$ cat src/rtl/apb_master_bridge.sv
// Single-outstanding APB master: turns a valid/ready request into one SETUP/ACCESS
// transfer and returns a registered response, with an optional bounded-wait abort.
module apb_master_bridge #(
   parameter int unsigned DATA_WIDTH  = 32,
   parameter int unsigned ADDR_WIDTH  = 5,
   parameter int unsigned TIMEOUT_CYC = 16,
   parameter logic        PROT_VAL    = 1'b0
) (
   input  logic                  clock,
   input  logic                  ares,
   input  logic                  req_valid,
   output logic                  req_ready,
   input  logic                  req_write,
   input  logic [ADDR_WIDTH-1:0] req_addr,
   input  logic [DATA_WIDTH-1:0] req_wdata,
   output logic                  rsp_valid,
   input  logic                  rsp_ready,
   output logic [DATA_WIDTH-1:0] rsp_rdata,
   output logic                  rsp_error,
   output logic                  rsp_timeout,
   output logic                  psel,
   output logic                  penable,
   output logic                  pwrite,
   output logic [ADDR_WIDTH-1:0] paddr,
   output logic [DATA_WIDTH-1:0] pwdata,
   output logic                  prot,
   output logic                  pstrb,
   input  logic [DATA_WIDTH-1:0] prdata,
   input  logic                  pready,
   input  logic                  pslverror
);

   localparam int unsigned CNT_W    = (TIMEOUT_CYC == 0) ? 1 : $clog2(TIMEOUT_CYC + 1);
   localparam int unsigned CNT_LAST = (TIMEOUT_CYC == 0) ? 0 : TIMEOUT_CYC - 1;

   typedef enum logic [1:0] {S_IDLE, S_SETUP, S_ACCESS, S_RESP} state_e;

   state_e                state_q, state_d;
   logic                  psel_q, psel_d;
   logic                  penable_q, penable_d;
   logic                  pstrb_q, pstrb_d;
   logic                  pwrite_q, pwrite_d;
   logic [ADDR_WIDTH-1:0] paddr_q, paddr_d;
   logic [DATA_WIDTH-1:0] pwdata_q, pwdata_d;
   logic                  rsp_valid_q, rsp_valid_d;
   logic [DATA_WIDTH-1:0] rsp_rdata_q, rsp_rdata_d;
   logic                  rsp_error_q, rsp_error_d;
   logic                  rsp_timeout_q, rsp_timeout_d;
   logic [CNT_W-1:0]      cnt_q, cnt_d;

   // Next-state and registered-output logic
   always_comb begin
      state_d       = state_q;
      psel_d        = psel_q;
      penable_d     = penable_q;
      pstrb_d       = pstrb_q;
      pwrite_d      = pwrite_q;
      paddr_d       = paddr_q;
      pwdata_d      = pwdata_q;
      rsp_valid_d   = rsp_valid_q;
      rsp_rdata_d   = rsp_rdata_q;
      rsp_error_d   = rsp_error_q;
      rsp_timeout_d = rsp_timeout_q;
      cnt_d         = cnt_q;
      unique case (state_q)
         S_IDLE: begin
            if (req_valid) begin
               pwrite_d  = req_write;
               paddr_d   = req_addr;
               pwdata_d  = req_wdata;
               psel_d    = 1'b1;
               penable_d = 1'b0;
               pstrb_d   = 1'b1;
               state_d   = S_SETUP;
            end
         end
         S_SETUP: begin
            penable_d = 1'b1;
            cnt_d     = '0;
            state_d   = S_ACCESS;
         end
         S_ACCESS: begin
            if (pready) begin
               rsp_rdata_d   = pwrite_q ? '0 : prdata;
               rsp_error_d   = pslverror;
               rsp_timeout_d = 1'b0;
               psel_d        = 1'b0;
               penable_d     = 1'b0;
               pstrb_d       = 1'b0;
               rsp_valid_d   = 1'b1;
               state_d       = S_RESP;
            end else if (TIMEOUT_CYC != 0) begin
               // Abort on the TIMEOUT_CYC-th consecutive stalled cycle
               if (cnt_q == CNT_W'(CNT_LAST)) begin
                  rsp_rdata_d   = '0;
                  rsp_error_d   = 1'b1;
                  rsp_timeout_d = 1'b1;
                  psel_d        = 1'b0;
                  penable_d     = 1'b0;
                  pstrb_d       = 1'b0;
                  rsp_valid_d   = 1'b1;
                  state_d       = S_RESP;
               end else begin
                  cnt_d = cnt_q + CNT_W'(1);
               end
            end
         end
         S_RESP: begin
            if (rsp_ready) begin
               rsp_valid_d = 1'b0;
               state_d     = S_IDLE;
            end
         end
         default: state_d = S_IDLE;
      endcase
   end

   always_ff @(posedge clock or negedge ares) begin
      if (!ares) begin
         state_q       <= S_IDLE;
         psel_q        <= 1'b0;
         penable_q     <= 1'b0;
         pstrb_q       <= 1'b0;
         pwrite_q      <= 1'b0;
         paddr_q       <= '0;
         pwdata_q      <= '0;
         rsp_valid_q   <= 1'b0;
         rsp_rdata_q   <= '0;
         rsp_error_q   <= 1'b0;
         rsp_timeout_q <= 1'b0;
         cnt_q         <= '0;
      end else begin
         state_q       <= state_d;
         psel_q        <= psel_d;
         penable_q     <= penable_d;
         pstrb_q       <= pstrb_d;
         pwrite_q      <= pwrite_d;
         paddr_q       <= paddr_d;
         pwdata_q      <= pwdata_d;
         rsp_valid_q   <= rsp_valid_d;
         rsp_rdata_q   <= rsp_rdata_d;
         rsp_error_q   <= rsp_error_d;
         rsp_timeout_q <= rsp_timeout_d;
         cnt_q         <= cnt_d;
      end
   end

   assign req_ready   = (state_q == S_IDLE);
   assign psel        = psel_q;
   assign penable     = penable_q;
   assign pstrb       = pstrb_q;
   assign pwrite      = pwrite_q;
   assign paddr       = paddr_q;
   assign pwdata      = pwdata_q;
   assign prot        = PROT_VAL;
   assign rsp_valid   = rsp_valid_q;
   assign rsp_rdata   = rsp_rdata_q;
   assign rsp_error   = rsp_error_q;
   assign rsp_timeout = rsp_timeout_q;

endmodule

$ cat config.mk
export PLATFORM = sky130hd
export DESIGN_NAME = apb_master_bridge
export DESIGN_NICKNAME = d
export VERILOG_FILES = /design/src/rtl/apb_master_bridge.sv
export SDC_FILE = /design/constraint.sdc
export NUM_CORES = 1
export LEC_CHECK = 0
export BUFFER_PORTS_ARGS = -buffer_cell sky130_fd_sc_hd__buf_2
export CAP_MARGIN = 0
export CORE_UTILIZATION = 38
export DETAILED_ROUTE_END_ITERATION = 12
export GPL_ROUTABILITY_DRIVEN = 0
export PLACE_DENSITY = 0.7
export RECOVER_POWER = 50
export SLEW_MARGIN = 20
export SYNTH_ARGS = -nofsm -noshare
export SYNTH_HDL_FRONTEND = slang
export SYNTH_SLANG_ARGS = --single-unit
export TNS_END_PERCENT = 100
$ cat constraint.sdc
create_clock -name clock -period 1.69 [get_ports clock]
set_input_delay 0.0845 -clock clock [delete_from_list [all_inputs] [get_ports clock]]
set_output_delay 0.0845 -clock clock [all_outputs]
set_load 0.01 [all_outputs]
==> results of run 1 <==
-- through the flow --
stage                     worst slack [ps]  cell area, um2  hold WS [ps]  instances  setup TNS (ps)
after global placement               9.761            4254         72.77        477               0
after CTS                           -10.80            5213         61.54        567          -19.33
after detailed placement            -30.93            4254         77.70        477          -69.76
final                               -27.18            5119         73.75        567          -43.22
after global routing                -103.0            5119         76.01        567          -368.0
after floorplan                      6.286            3287        -211.1        219               0
-- area by class of cell --
type | count | area, um2
clock buffer | 10 | 127.6
clock inverter | 6 | 90.09
fill | 682 | 3139
inverter | 5 | 18.77
multi-input combinational | 119 | 1142
sequential | 82 | 2052
tap | 105 | 131.4
timing repair buffer | 240 | 1556
-- critical path, stage by stage (launching register included) --
cell      delay, ps
dfrtp_1         410
ha_2            180
and3_4          180
ha_4            190
nor3b_4         250
a211oi_2         80
mux2_1          320
-- synth_stat cells, drive strengths merged --
cell | number | area (um2)
dfrtp | 82 | 2052
mux2 | 41 | 461.7
a22o | 36 | 315.3
buf | 13 | 82.58
ha | 8 | 100.1
nor2 | 6 | 27.52
inv | 5 | 18.77
o21ai | 5 | 28.78
a21oi | 3 | 15.01
mux2i | 3 | 30.03
nand2 | 3 | 11.26
and3 | 2 | 12.51
nor2b | 2 | 12.51
nor3b | 2 | 20.02
xor2 | 2 | 17.52
a211oi | 1 | 12.51
and4b | 1 | 10.01
conb | 1 | 3.750
nor3 | 1 | 5.000
o2bb2ai | 1 | 8.760
or3 | 1 | 6.260
-- per-layer routing --
metal | vias up | wire length, um | share of wire (%) | track usage [%]
met5 | - | 0 | 0 | 0
met2 | 88 | 4480 | 52 | 34.54
met1 | 1317 | 3494 | 41 | 22.82
met3 | 11 | 444 | 5.2 | 3.945
met4 | 0 | 123 | 1.4 | 6.944
li1 | 1268 | - | - | -
-- power groups by stage --
stage / Combinational, W / Sequential (W) / Clock (W)
global placement: 0.00335 / 0.00332 / 0
finish: 0.00342 / 0.00339 / 0.00155
global route: 0.00374 / 0.00349 / 0.00167
CTS: 0.00358 / 0.00334 / 0.00161
floorplan: 0.00151 / 0.00378 / 0
detailed placement: 0.00343 / 0.00336 / 0
-- registers in the layout (all words and copies together) (netlist names) --
signal and count:
cnt_q 5, pwrite 1, state_q 2, rsp_valid 1
rsp_error 1, rsp_rdata 32, paddr 5, pstrb 1
penable 1, rsp_timeout 1, pwdata 32
-- final timing paths --
check                      slack (ps)  cells past startpoint                   endpoint                   start
setup / recovery                  -30                      6     state_q[1]$_DFFE_PN0P_    cnt_q[0]$_DFFE_PN0P_
hold / removal                     70                      2    rsp_timeout$_DFFE_PN0P_                  pready
setup reg to reg                  -30                      6     state_q[1]$_DFFE_PN0P_    cnt_q[0]$_DFFE_PN0P_
hold reg to reg                   500                      1     pwdata[18]$_DFFE_PN0P_  pwdata[18]$_DFFE_PN0P_
max in group asynchronous         350                      3     pwdata[14]$_DFFE_PN0P_                    ares
min in group asynchronous         420                      2  rsp_rdata[10]$_DFFE_PN0P_                    ares
-- repair_timing --
action                                 CTS  global route
endpoints found under the hold margin  106             0
setup endpoints to repair                4             8
cloned                                   0             0
setup buffers                            2             0
gates resized for setup                  1             4
hold buffers                            72             0
pin swaps                                4             0
-- cell families after synthesis --
family	count (synthesis)	share of synthesized area, %
flops	82	63.10
compound gates	46	11.70
mux	44	15.12
simple gates	18	3.232
buf+inv	18	3.117
fa+ha+maj	8	3.078
xor+xnor	2	0.5388
other cells	1	0.1153
==> metrics.md, run 1 <==
| Metric | Value |
|---|---|
| Status | `finished with violations` |
| Failing checks | `negative setup slack` |
| Initial Utilization | `39.38%` |
| Max Clk Rate | `0.5823 GHz` |
| Finished Core Util | `61.98%` |
| Rows | `33` |
| Num CTS Buffers | `9` |
| Global route overflow | `0` |
| Core Area | `8258 um2` |
| Final nets | `541` |
| Final HPWL DP | `5.068 mm` |
| Total leakage power | `2.425 nW` |
| Fin Clk Skew | `8.337 ps` |
| Share of post-route cells with drive strength above 1 | `33.98%` |
| Clk slew on worst S/H paths | `80 ps` |
| Vias per cell | `4.734` |
| Synth Cell Area | `3252 um2` |
| Switch share | `35.02%` |
| Sw Pwr | `0.002926 W` |
| Syn Area/Cell | `14.85 um2` |
| Sink Count | `82` |
| Final Max Slew Viols | `0` |
| Seq/Total Area, Yosys | `63.10%` |
| Antenna fix cells | `0` |
| Antenna violation net count after detailed routing | `0` |
| Starting DRT DRC Count | `87` |
| Die H | `94.51 um` |
| Drt total wl | `8.542 mm` |
| Total GRT Usage | `19.28%` |
| CP startpoint kind | `register` |
| WL/cell | `15.07 um` |
| Pin count of the biggest net entering global routing | `48` |
| Synth Warn # | `0` |
| RSZ-0062 raised after global routing | `yes` |
| Final hold viol count | `0` |
| I/O pin count | `154` |
| Die W | `94.51 um` |
| Drt pass-1 iters | `4` |
| Fin crit period | `1717 ps` |
| Slew margin rel. | `39.55%` |
| Initial antenna violation count | `0` |
| Seq cells post-synth | `82` |
| Via count | `2684` |
| Max Cap Viol | `0` |
| Crit Path Category | `register to register` |
| Synthesized Nets | `303` |
| Endpoint class of the critical path | `register` |
| Worst setup margin | `-27.18 ps` |
| Worst-margin pin slew | `906.8 ps` |
| First-pass GRT wire length | `13.06 mm` |
| Drc violations | `0` |
| Clock network power share | `18.5%` |
| Crit path DAT | `1940 ps` |
| Peak VDD IR | `0.0008911 V` |
| Data required, critical path | `1920 ps` |
| CTS tree | `built` |
| Setup violators final | `3` |
| CP max FO | `5` |
| Vias in the first global route | `2741` |
| I/O Buffers | `152` |
| CTS H-tree depth | `3` |
| Final Power | `0.008355 W` |
| Most frequent cells in the layout | `dfrtp_1 (82), buf_2 (82), dlygate4sd3_1 (72)` |
| Comb pwr share | `40.9%` |
| Pwr dens | `1632 nW/um2` |
| Bufs on Longest Clock Path | `2` |
| Die Area | `8931 um2` |
| Worst-Skew Late Latency | `340 ps` |
| Sequential Power Share | `40.6%` |
| Root buffer cell | `clkbuf_8` |
| Crit share post-route | `101.6%` |
| Pint | `0.005429 W` |
| Synth cell types | `26` |
| Layout area overhead | `57.41%` |
| Cells after synthesis | `219` |
| HP Class | `primary input to register` |
Note: power is estimated with default switching activity, not from simulation.
==> run 2: changes to the inputs <==
--- a/config.mk
+++ b/config.mk
@@ -7,10 +7,10 @@
 export LEC_CHECK = 0
 export BUFFER_PORTS_ARGS = -buffer_cell sky130_fd_sc_hd__buf_2
 export CAP_MARGIN = 0
-export CORE_UTILIZATION = 38
+export CORE_UTILIZATION = 43
 export DETAILED_ROUTE_END_ITERATION = 12
 export GPL_ROUTABILITY_DRIVEN = 0
-export PLACE_DENSITY = 0.7
+export PLACE_DENSITY = 0.84
 export RECOVER_POWER = 50
 export SLEW_MARGIN = 20
 export SYNTH_ARGS = -nofsm -noshare
==> constraint.sdc (replaced) <==
create_clock -name clock -period 1.8 [get_ports clock]
set_input_delay 0.09 -clock clock [delete_from_list [all_inputs] [get_ports clock]]
set_output_delay 0.09 -clock clock [all_outputs]
set_load 0.01 [all_outputs]
==> run 2 against run 1 <==
Effect of this change:
- the run now ends clean
- critical path depth up 2
- via count up 3.4%
- total power is 7.6% lower
- critical path type unchanged
- largest power group unchanged
==> metrics.md, run 2 (synthesis gave the netlist of run 1 again) <==
| Metric | Value |
|---|---|
| Drt total wl | `9.092 mm (was 8.542 mm)` |
| Met2 WL | `4.730 mm (was 4.480 mm)` |
| Sequential standard cell area | `2052 um2 (unchanged)` |
| Initial Utilization | `44.60% (was 39.38%)` |
| Total leakage power | `2.527 nW (was 2.425 nW)` |
| Starting DRT DRC Count | `92 (was 87)` |
| I/O Buffers | `152 (unchanged)` |
| Crit Path Category | `register to register (unchanged)` |
| HP Class | `primary input to register (unchanged)` |
| Drc violations | `0 (unchanged)` |
| Pin count of the biggest net entering global routing | `47 (was 48)` |
| Pint | `0.004943 W (was 0.005429 W)` |
| Peak VDD IR | `0.0009196 V (was 0.0008911 V)` |
| Clock network power share | `15.3% (was 18.5%)` |
| Vias per cell | `4.955 (was 4.734)` |
| Via count | `2775 (was 2684)` |
| Slew margin rel. | `35.36% (was 39.55%)` |
| Placed Cells | `470 (was 477)` |
| I/O pin count | `154 (unchanged)` |
| Wire length on met1 | `3.651 mm (was 3.494 mm)` |
| Slowest stage cell, crit path | `dfrtp_1 (unchanged)` |
| Initial antenna violation count | `0 (unchanged)` |
| Endpoint class of the critical path | `register (unchanged)` |
| Layout area overhead | `58.21% (was 57.41%)` |
| Worst-margin pin slew | `969.7 ps (was 906.8 ps)` |
| Multi-input gate area | `1145 um2 (was 1142 um2)` |
| Comb pwr share | `43.4% (was 40.9%)` |
| Data required, critical path | `2030 ps (was 1920 ps)` |
| Die H | `88.96 um (was 94.51 um)` |
| CP max FO | `8 (was 5)` |
| Final nets | `541 (unchanged)` |
| CP startpoint kind | `register (unchanged)` |
| Final Max Slew Viols | `0 (unchanged)` |
| Fin crit period | `1762 ps (was 1717 ps)` |
| Status | `completed (was finished with violations)` |
| Setup violators final | `0 (was 3)` |
| Final Instance Area | `5145 um2 (was 5119 um2)` |
| Num CTS Buffers | `9 (unchanged)` |
| WL/cell | `16.24 um (was 15.07 um)` |
| Sink Count | `82 (unchanged)` |
| Final hold viol count | `0 (unchanged)` |
| Global route overflow | `0 (unchanged)` |
| Finished Core Util | `70.56% (was 61.98%)` |
| Reg2reg path depth | `8 (was 6)` |
| First-pass GRT wire length | `13.25 mm (was 13.06 mm)` |
| Final cell count without fillers | `560 (was 567)` |
| Final HPWL DP | `5.180 mm (was 5.068 mm)` |
| Top sig layer | `met4 (unchanged)` |
| Vias in the first global route | `2799 (was 2741)` |
| Worst-Skew Late Latency | `350 ps (was 340 ps)` |
| Die W | `88.96 um (was 94.51 um)` |
| Filler cells | `531 (was 682)` |
| Largest incremental delay on the critical path | `360 ps (was 410 ps)` |
| Crit share post-route | `97.91% (was 101.6%)` |
| WL met3 | `569 um (was 444 um)` |
| Sequential Power Share | `41.3% (was 40.6%)` |
| Max Cap Viol | `0 (unchanged)` |
| Rows | `31 (was 33)` |
| Most frequent cells in the layout | `buf_2 (115), dfrtp_1 (82), dlygate4sd3_1 (71) (was dfrtp_1 (82), buf_2 (82), dlygate4sd3_1 (72))` |
| Reg2reg start | `cnt_q[1]$_DFFE_PN0P_ (was cnt_q[0]$_DFFE_PN0P_)` |
| Root buffer cell | `clkbuf_8 (unchanged)` |
| Max Clk Rate | `0.5674 GHz (was 0.5823 GHz)` |
| Fin Clk Skew | `9.626 ps (was 8.337 ps)` |
| Crit path launch | `cnt_q[1]$_DFFE_PN0P_ (was cnt_q[0]$_DFFE_PN0P_)` |
| Hold path start | `req_wdata[15] (was pready)` |
| Die Area | `7914 um2 (was 8931 um2)` |
| Switch share | `35.94% (was 35.02%)` |
| Core Area | `7292 um2 (was 8258 um2)` |
| Total GRT Usage | `22.78% (was 19.28%)` |
| Most common cell after layout, fill and taps aside | `buf_2` |
| Hold path depth | `2 (unchanged)` |
| Bufs on Longest Clock Path | `2 (unchanged)` |
| CP cell instances | `ha_2 > and3_4 > ha_4 > buf_4 > o21ai_4 > buf_6 > clkbuf_16 > a22o_1 (was ha_2 > and3_4 > ha_4 > nor3b_4 > a211oi_2 > mux2_1)` |
| Pwr dens | `1500 nW/um2 (was 1632 nW/um2)` |
| Share of post-route cells with drive strength above 1 | `41.00% (was 33.98%)` |
| Clk slew on worst S/H paths | `80 ps (about the same)` |
| Antenna fix cells | `0 (unchanged)` |
| Dpl cell area | `4202 um2 (was 4254 um2)` |
| CTS tree | `built (unchanged)` |
| CTS H-tree depth | `3 (unchanged)` |
| Sw Pwr | `0.002773 W (was 0.002926 W)` |
| Crit path DAT | `1990 ps (was 1940 ps)` |
| Antenna violation net count after detailed routing | `0 (unchanged)` |
| Drt pass-1 iters | `4 (unchanged)` |
run 2: power groups by stage:
stage	sequential [W]	clock, W	combinational, W
global route	0.00328	0.00128	0.00364
detailed placement	0.00317	0	0.00315
global placement	0.00313	0	0.00304
CTS	0.00314	0.00120	0.00337
floorplan	0.00354	0	0.00140
finish	0.00319	0.00118	0.00335
run 2: layer usage:
metal,up-vias,track usage [%]
met5,-,0
met4,0,8.369
met3,13,6.833
met2,121,41.47
met1,1375,25.26
li1,1266,-
run 2: timing repair:
action,CTS,global route
hold buffers,70,1
pin swaps,1,2
endpoints found under the setup margin,16,38
endpoints found under the hold margin,105,1
gates cloned,1,1
setup buffers,1,1
gates resized for setup,6,4
run 2: layout make-up:
class | instances | share of cell area, %
clock buffers | 10 | 2.675
flip-flops and latches | 82 | 39.88
well taps | 99 | 2.408
multi-input cells | 119 | 22.25
repair buffers | 240 | 31.81
clock inverters | 5 | 0.6080
inverters | 5 | 0.3648
run 2: final timing paths:
check / to / slack [ps]
max reg2reg: rsp_rdata[29]$_DFFE_PN0P_ / 40
max in group asynchronous: rsp_rdata[10]$_DFFE_PN0P_ / 610
min in group asynchronous: pwdata[25]$_DFFE_PN0P_ / 420
min reg2reg: pwdata[18]$_DFFE_PN0P_ / 500
min: pwdata[15]$_DFFE_PN0P_ / 20
max: rsp_rdata[29]$_DFFE_PN0P_ / 40
run 2: per-stage QoR:
stage | hold WS [ps] | setup slack [ps] | power, W | TNS (ps)
5_1_grt | 16.77 | -21.40 | 0.008196 | -21.40
3_3_place_gp | 91.13 | -96.30 | 0.006161 | -3049
4_1_cts | 1.904 | 4.599 | 0.007702 | 0
6_report | 18.78 | 37.69 | 0.007716 | 0
3_5_place_dp | 101.1 | -12.78 | 0.006321 | -24.04
2_1_floorplan | -205.6 | 8.675 | 0.004942 | 0
run 2: critical path: cells and delay by family, from the launching register on:
| kind | cells | cell delay [ps] |
|---|---|---|
| buffers and inverters | 3 | 430 |
| AND/OR/NAND/NOR | 1 | 200 |
| adder cells (fa/ha/maj) | 2 | 340 |
| AO/OA/AOI/OAI | 2 | 300 |
| flip-flops | 1 | 360 |
